==> src/rtl/sar_search4_if.sv <==
// sar_search4_if: handshake and comparator bundle between a search requester and the SAR controller
//   start  : request a search (requester -> controller)
//   probe  : trial value driven onto the comparator b operand
//   gt/lt/eq : comparator flags for a vs probe
//   busy/done/result/err : search status and recovered value
interface sar_search4_if #(parameter int WIDTH = 4);
  logic             start;
  logic [WIDTH-1:0] probe;
  logic             gt;
  logic             lt;
  logic             eq;
  logic             busy;
  logic             done;
  logic [WIDTH-1:0] result;
  logic             err;
  modport master (output start, gt, lt, eq, input probe, busy, done, result, err);
  modport slave  (input start, gt, lt, eq, output probe, busy, done, result, err);
endinterface

==> src/rtl/sar_search4.sv <==
// sar_search4: successive-approximation search driving a combinational magnitude comparator
//   clk, rst_n : rising-edge clock, asynchronous active-low reset
//   bus.start  : begin a search (taken only in IDLE)
//   bus.probe  : trial value, 0 outside TEST
//   bus.gt/lt/eq : comparator answer for the current probe
//   bus.busy   : high during TEST
//   bus.done   : one-cycle end-of-search pulse
//   bus.result : recovered value, bus.err : inconsistent flags seen
module sar_search4 #(parameter int WIDTH = 4) (
  input  logic          clk,
  input  logic          rst_n,
  sar_search4_if.slave  bus
);
  localparam int IW = (WIDTH > 1) ? $clog2(WIDTH) : 1;
  typedef enum logic [1:0] {IDLE, TEST, DONE} state_t;
  state_t           state, nxt;
  logic [WIDTH-1:0] kept, trial, kept_nxt, result;
  logic [IW-1:0]    idx;
  logic             err, ok, last;
  // odd parity excluding all-three-high means exactly one flag is set
  assign ok       = ^{bus.gt, bus.lt, bus.eq} & ~(bus.gt & bus.lt & bus.eq);
  assign trial    = kept | (WIDTH'(1) << idx);
  assign kept_nxt = bus.gt ? trial : kept;
  assign last     = idx == '0;
  always_ff @(posedge clk or negedge rst_n)
    if (!rst_n) state <= IDLE;
    else        state <= nxt;
  always_comb
    nxt = state == IDLE ? (bus.start ? TEST : IDLE) :
          state == TEST ? ((!ok || bus.eq || last) ? DONE : TEST) : IDLE;
  always_comb begin
    bus.busy   = state == TEST;
    bus.done   = state == DONE;
    bus.probe  = state == TEST ? trial : '0;
    bus.result = result;
    bus.err    = err;
  end
  always_ff @(posedge clk or negedge rst_n)
    if (!rst_n) begin
      kept   <= '0;
      idx    <= IW'(WIDTH - 1);
      result <= '0;
      err    <= 1'b0;
    end else if (state == IDLE && bus.start) begin
      kept   <= '0;
      idx    <= IW'(WIDTH - 1);
      result <= '0;
      err    <= 1'b0;
    end else if (state == TEST) begin
      if (!ok) begin
        err    <= 1'b1;
        result <= '0;
      end else if (bus.eq) begin
        result <= trial;
      end else begin
        kept <= kept_nxt;
        if (last) result <= kept_nxt;
        else      idx    <= idx - IW'(1);
      end
    end
endmodule

==> src/flat_wrapper.sv <==
// flat-port wrapper written by rule: the top's interface ports become plain ports
module sar_search4_flat 
#(parameter int WIDTH = 4)
  (clk, rst_n, bus_start, bus_gt, bus_lt, bus_eq, bus_probe, bus_busy, bus_done, bus_result, bus_err);
  sar_search4_if #(.WIDTH(WIDTH)) bus_i ();
  input  logic clk;
  input  logic rst_n;
  input wire logic [$bits(bus_i.start)-1:0] bus_start;
  input wire logic [$bits(bus_i.gt)-1:0] bus_gt;
  input wire logic [$bits(bus_i.lt)-1:0] bus_lt;
  input wire logic [$bits(bus_i.eq)-1:0] bus_eq;
  output wire logic [$bits(bus_i.probe)-1:0] bus_probe;
  output wire logic [$bits(bus_i.busy)-1:0] bus_busy;
  output wire logic [$bits(bus_i.done)-1:0] bus_done;
  output wire logic [$bits(bus_i.result)-1:0] bus_result;
  output wire logic [$bits(bus_i.err)-1:0] bus_err;
  assign bus_i.start = bus_start;
  assign bus_i.gt = bus_gt;
  assign bus_i.lt = bus_lt;
  assign bus_i.eq = bus_eq;
  assign bus_probe = bus_i.probe;
  assign bus_busy = bus_i.busy;
  assign bus_done = bus_i.done;
  assign bus_result = bus_i.result;
  assign bus_err = bus_i.err;
  sar_search4 #(.WIDTH(WIDTH)) u_core (.clk(clk), .rst_n(rst_n), .bus(bus_i));
endmodule
==> config.mk <==
export PLATFORM = sky130hd
export DESIGN_NAME = sar_search4_flat
export DESIGN_NICKNAME = d
export VERILOG_FILES = /design/src/rtl/sar_search4_if.sv /design/src/rtl/sar_search4.sv /design/src/flat_wrapper.sv
export SDC_FILE = /design/constraint.sdc
export NUM_CORES = 1
export LEC_CHECK = 0
export ABC_AREA = 1
export CAP_MARGIN = 15
export CORE_UTILIZATION = 30
export DETAILED_ROUTE_END_ITERATION = 8
export SLEW_MARGIN = 20
export SYNTH_ARGS = -nofsm -noshare
export SYNTH_HDL_FRONTEND = slang
export SYNTH_SLANG_ARGS = --single-unit
==> constraint.sdc <==
create_clock -name clk -period 1.7 [get_ports clk]
set_clock_uncertainty 0.1 [all_clocks]
set_input_delay 0.34 -clock clk [delete_from_list [all_inputs] [get_ports clk]]
set_output_delay 0.34 -clock clk [all_outputs]
set_load 0.02 [all_outputs]
== Word level (Yosys, flattened, before mapping) ==
Cells that the tools add are included.
Operators by class
  equality and inequality tests: 6
  add/sub/neg operators: 1
  bitwise logic cells: 5
  shift-type cells: 1
  reduce and logical (&&, ||, !) cells: 13
  mux-type cells: 23
Operators with widths (count)
  $mux W4: 11
  $mux W2: 8
  $logic_not A2 Y1: 2
  $mux W1: 4
  $ne A2 B2 Y1 const B: 2
  $ne A4 B4 Y1 const B: 1
  $or A4 B4 Y4: 1
  $reduce_and A2 Y1: 2
  $reduce_and A4 Y1: 1
  $reduce_bool A2 Y1: 2
  $shl A1 B2 Y4 const A: 1
  $and A1 B1 Y1: 3
  $reduce_and A3 Y1: 1
  $reduce_xor A3 Y1: 1
  $eq A2 B1 Y1 const B: 1
  $eq A2 B2 Y1 const B: 1
  $logic_or A1 B1 Y1: 2
  $ne A2 B1 Y1 const B: 1
  $sub A2 B1 Y2 const B: 1
  $logic_and A1 B1 Y1: 1
  $logic_not A1 Y1: 1
  $not A1 Y1: 1
Storage, ports and cells
  logic and storage cells: 54
  register bits: 13
  output and inout bits: 11

== Logic depth before layout (Yosys ltp) ==
  depth after elaboration: 10
  depth in mapped cells: 10
  mapped depth without buffers: 10

== Least setup slack after synthesis ==
OpenSTA, ideal clock, no wires.
  kind: flip-flop to flip-flop
  from: register u_core.idx[0]
  to: register u_core.idx[0]
  library setup time: 0.072 ns
  cell stages (with the launch flop): 8
  clock period less this slack: 1.631 ns
  required time: 1.528 ns
  data arrival time: 1.459 ns
  path slack: 0.069 ns
  path buffers: 0
  path through: dfstp_2 > inv_1 > ha_1 > nor2_1 > nand4_1 > nand2_1 > o21ai_1 > o21ai_1
On the way
  word-level cells in the longest chain between the ends: 6
  elaborated cells on any way between the ends: 9
RTL lines
  from (decl): line sar_search4.sv:18  | logic [IW-1:0] idx;
  from (signal assigned): line sar_search4.sv:41  | idx <= IW'(WIDTH - 1);
  from (signal assigned): line sar_search4.sv:46  | idx <= IW'(WIDTH - 1);
  from (signal assigned): line sar_search4.sv:58  | else idx <= idx - IW'(1);
  $sub A2 B1 Y2: line sar_search4.sv:58
  $mux W2: line sar_search4.sv:57  | if (last) result <= kept_nxt;
  $mux W2: line sar_search4.sv:53  | end else if (bus.eq) begin
  $mux W2: line sar_search4.sv:50  | if (!ok) begin
  $mux W2: line sar_search4.sv:49  | end else if (state == TEST) begin
  $mux W2: line sar_search4.sv:44  | end else if (state == IDLE && bus.start) begin
Parallel ways exist; a longest one is shown, timed or not. The select of a mux whose other input is x is not followed.
A chain may end at the register's enable or synchronous reset.

== Worst setup path after layout ==
  from: register u_core.idx[0]
  to: output bus_probe[2]
On the way
  word-level cells in the longest chain between the ends: 3
RTL lines
  $shl A1 B2 Y4: line sar_search4.sv:22  | assign trial = kept | (WIDTH'(1) << idx);
  $or A4 B4 Y4: line sar_search4.sv:22
  $mux W4: line sar_search4.sv:34  | bus.probe = state == TEST ? trial : '0;
  to (decl): line flat_wrapper.sv:12  | output wire logic [$bits(bus_i.probe)-1:0] bus_probe;
No other way between the ends.

==> run summary <==
Area share of the largest cell type after synthesis -> 33.33%
Row cnt -> 18
Pwr dens -> 1704 mW/mm^2
Final #Nets -> 161
Synthesis-stage register bit count -> 13
Total core area -> 0.002545 sq mm
Largest net degree at the start of global routing -> 14
Fin. Hold Viols -> 0
Slew HR -> 84.68%
Total CTS buffers -> 3
Post-synth top area cell -> dfrtp_1
Critical Path RT -> 1.26 ns
CP endpoint kind -> output port
Vias -> 841
Synth Net Count -> 114
Final Cell Area -> 0.001324 sq mm
Most frequent cells in the layout -> buf_4, nand2_1, dfrtp_1, o21ai_1, inv_2
Clk root buf -> clkbuf_4
Crit path arrival time -> 1.41 ns
Syn Std Cell Area -> 825.8 sq um
Max Cap Viol -> 0
DP HPWL -> 1587 microns
Share of layout cells above drive strength 1 -> 44.00%
GRT Residual Overflow -> 0
Average size of a mapped cell -> 7.940 sq um
Post-synth cell types -> 20
Final Max Slew Viols -> 0
Status -> finished with violations
IO buf count -> 16
ANT nets after route -> 0
Final Setup Violations -> 4
Crit Path Class -> register to output port
DRC errors left -> 0
Finished Layout Cells -> 180
Final min period -> 1.849 ns
GRT Resource Usage Total -> 18.39%
CTS clk-pin slew, worst paths -> 0.09 ns
H-tree Lvls -> 1
Synth Instances -> 104
Largest cells by area after synthesis -> dfrtp_1, nand2_1, dfstp_2
Worst setup SP type -> register
Placed Instances -> 171
# IOs -> 17
Post-synthesis sequential area ratio -> 39.70%
Tcrit/Tclk final -> 108.8%
Die width -> 54.47 microns
Most common cell after layout, fill and taps aside -> buf_4
Pleak -> 0.7270 nW
Worst hold path class -> input port to asynchronous set/reset pin
Wirelength per Cell -> 12.18 microns
Number of global-route vias before repair -> 821
CTS Sinks -> 13
Clk buf depth -> 2
First DRT Iteration DRCs -> 12
Area grow syn2layout -> 60.30%
Synth warnings -> 0
Worst-Margin Slew -> 0.2294 ns
Setup WS post-layout -> -0.1491 ns
Max VDD drop -> 1226 uV
Initial core utilization -> 32.45%
First-pass GRT wire length -> 3760 microns
TritonCTS clock tree -> done
Total wire length -> 2192 microns
Hold_ws -> 0.2485 ns
Cell Area, Placed -> 0.001194 sq mm
Final Wtd Congestion -> 0.8035
Power consumption -> 2.256 mW
Vias per cell -> 4.672
Final core utilization -> 52.02%
DIE AREA -> 0.002966 sq mm
Antenna violations before repair -> 0
Worst skew pair latency -> 0.29 ns
RSZ-0062 raised after global routing -> yes
ANT cells -> 0
Die height -> 54.47 microns
Detailed Routing Iterations Pass 1 -> 4
Failing checks -> setup timing
Peak Freq -> 540.8 MHz
Peak fanout along the critical path -> 3
-- state kept, by name, summed over array words and instances, names as in the netlist --
signal             flops
u_core.state           2
u_core.bus.err         1
u_core.idx             2
u_core.kept            4
u_core.bus.result      4
-- final cells by class --
class                           count  area [sq um]
Tap cell                           30         37.54
Inverter                           17         71.32
Fill cell                         251          1221
Timing Repair Buffer               42         374.1
Sequential cell                    13         327.8
Multi-Input combinational cell     74         486.7
Clock buffer                        4         26.28
-- stage by stage --
step           setup TNS [ns]  worst slack [ns]
6_report              -0.5516           -0.1491
2_1_floorplan               0           0.06907
3_3_place_gp           -2.173           -0.2324
5_1_grt               -0.8000           -0.2075
3_5_place_dp           -2.509           -0.2471
4_1_cts               -0.5383           -0.1597
-- worst max-delay path: stages, from the launching register on --
cell and delay, ns:
dfstp_2 0.57, buf_6 0.11, inv_6 0.04, ha_4 0.15, inv_2 0.06, a21oi_2 0.05, buf_4 0.15
-- cell families (layout without fill, tap and decap cells) --
logic type | after synthesis | in the layout | synth area share [%]
compound gates | 19 | 19 | 11.97
fa+ha+maj | 4 | 4 | 6.061
buf+inv | 17 | 63 | 7.727
flops | 13 | 13 | 39.70
simple gates | 51 | 51 | 34.54
-- what timing repair did --
item                                    4_1_cts  5_1_grt
resized for setup                            36       18
setup buffers                                 3        2
pin swaps                                     1        6
endpoints found under the setup margin        8       17
hold buffers                                  0        0
-- final timing paths --
path                       slack [ns]                              from  depth (start not counted)                                to
max                             -0.15         u_core.idx[0]$_DFFE_PN1P_                          6                      bus_probe[2]
min                              0.25                             rst_n                          2        u_core.kept[3]$_DFFE_PN0P_
max reg2reg                      0.08         u_core.idx[0]$_DFFE_PN1P_                          9         u_core.idx[0]$_DFFE_PN1P_
min reg2reg                      0.38  u_core.bus.result[0]$_DFFE_PN0P_                          2  u_core.bus.result[0]$_DFFE_PN0P_
max in group asynchronous        1.01                             rst_n                          2         u_core.idx[1]$_DFFE_PN1P_
min in group clk                 0.38  u_core.bus.result[0]$_DFFE_PN0P_                          2  u_core.bus.result[0]$_DFFE_PN0P_
-- synthesized netlist by cell type, drive strengths merged --
cell	instances
nor2	8
nand4	2
nor3	3
dfstp	2
ha	4
dfrtp	11
o22ai	3
nand2	29
a21oi	4
nand3	9
o21ai	12
inv	17
-- power by group --
group	internal [mW]	switching, mW	total, mW
registers	0.455	0.0929	0.547
clock network	0.0913	0.116	0.207
logic	0.706	0.795	1.50
total	1.25	1.00	2.26
-- layer usage --
metal  vias up  part of all wire (%)  GRT usage, %
met3         5                   4.1         5.000
met2        16                    48         31.30
met1       389                    47         22.52
met5         -                     0             0
met4         0                   1.1         5.128
li1        431                     -             -
No activity file was read; power rests on OpenSTA's default activity.
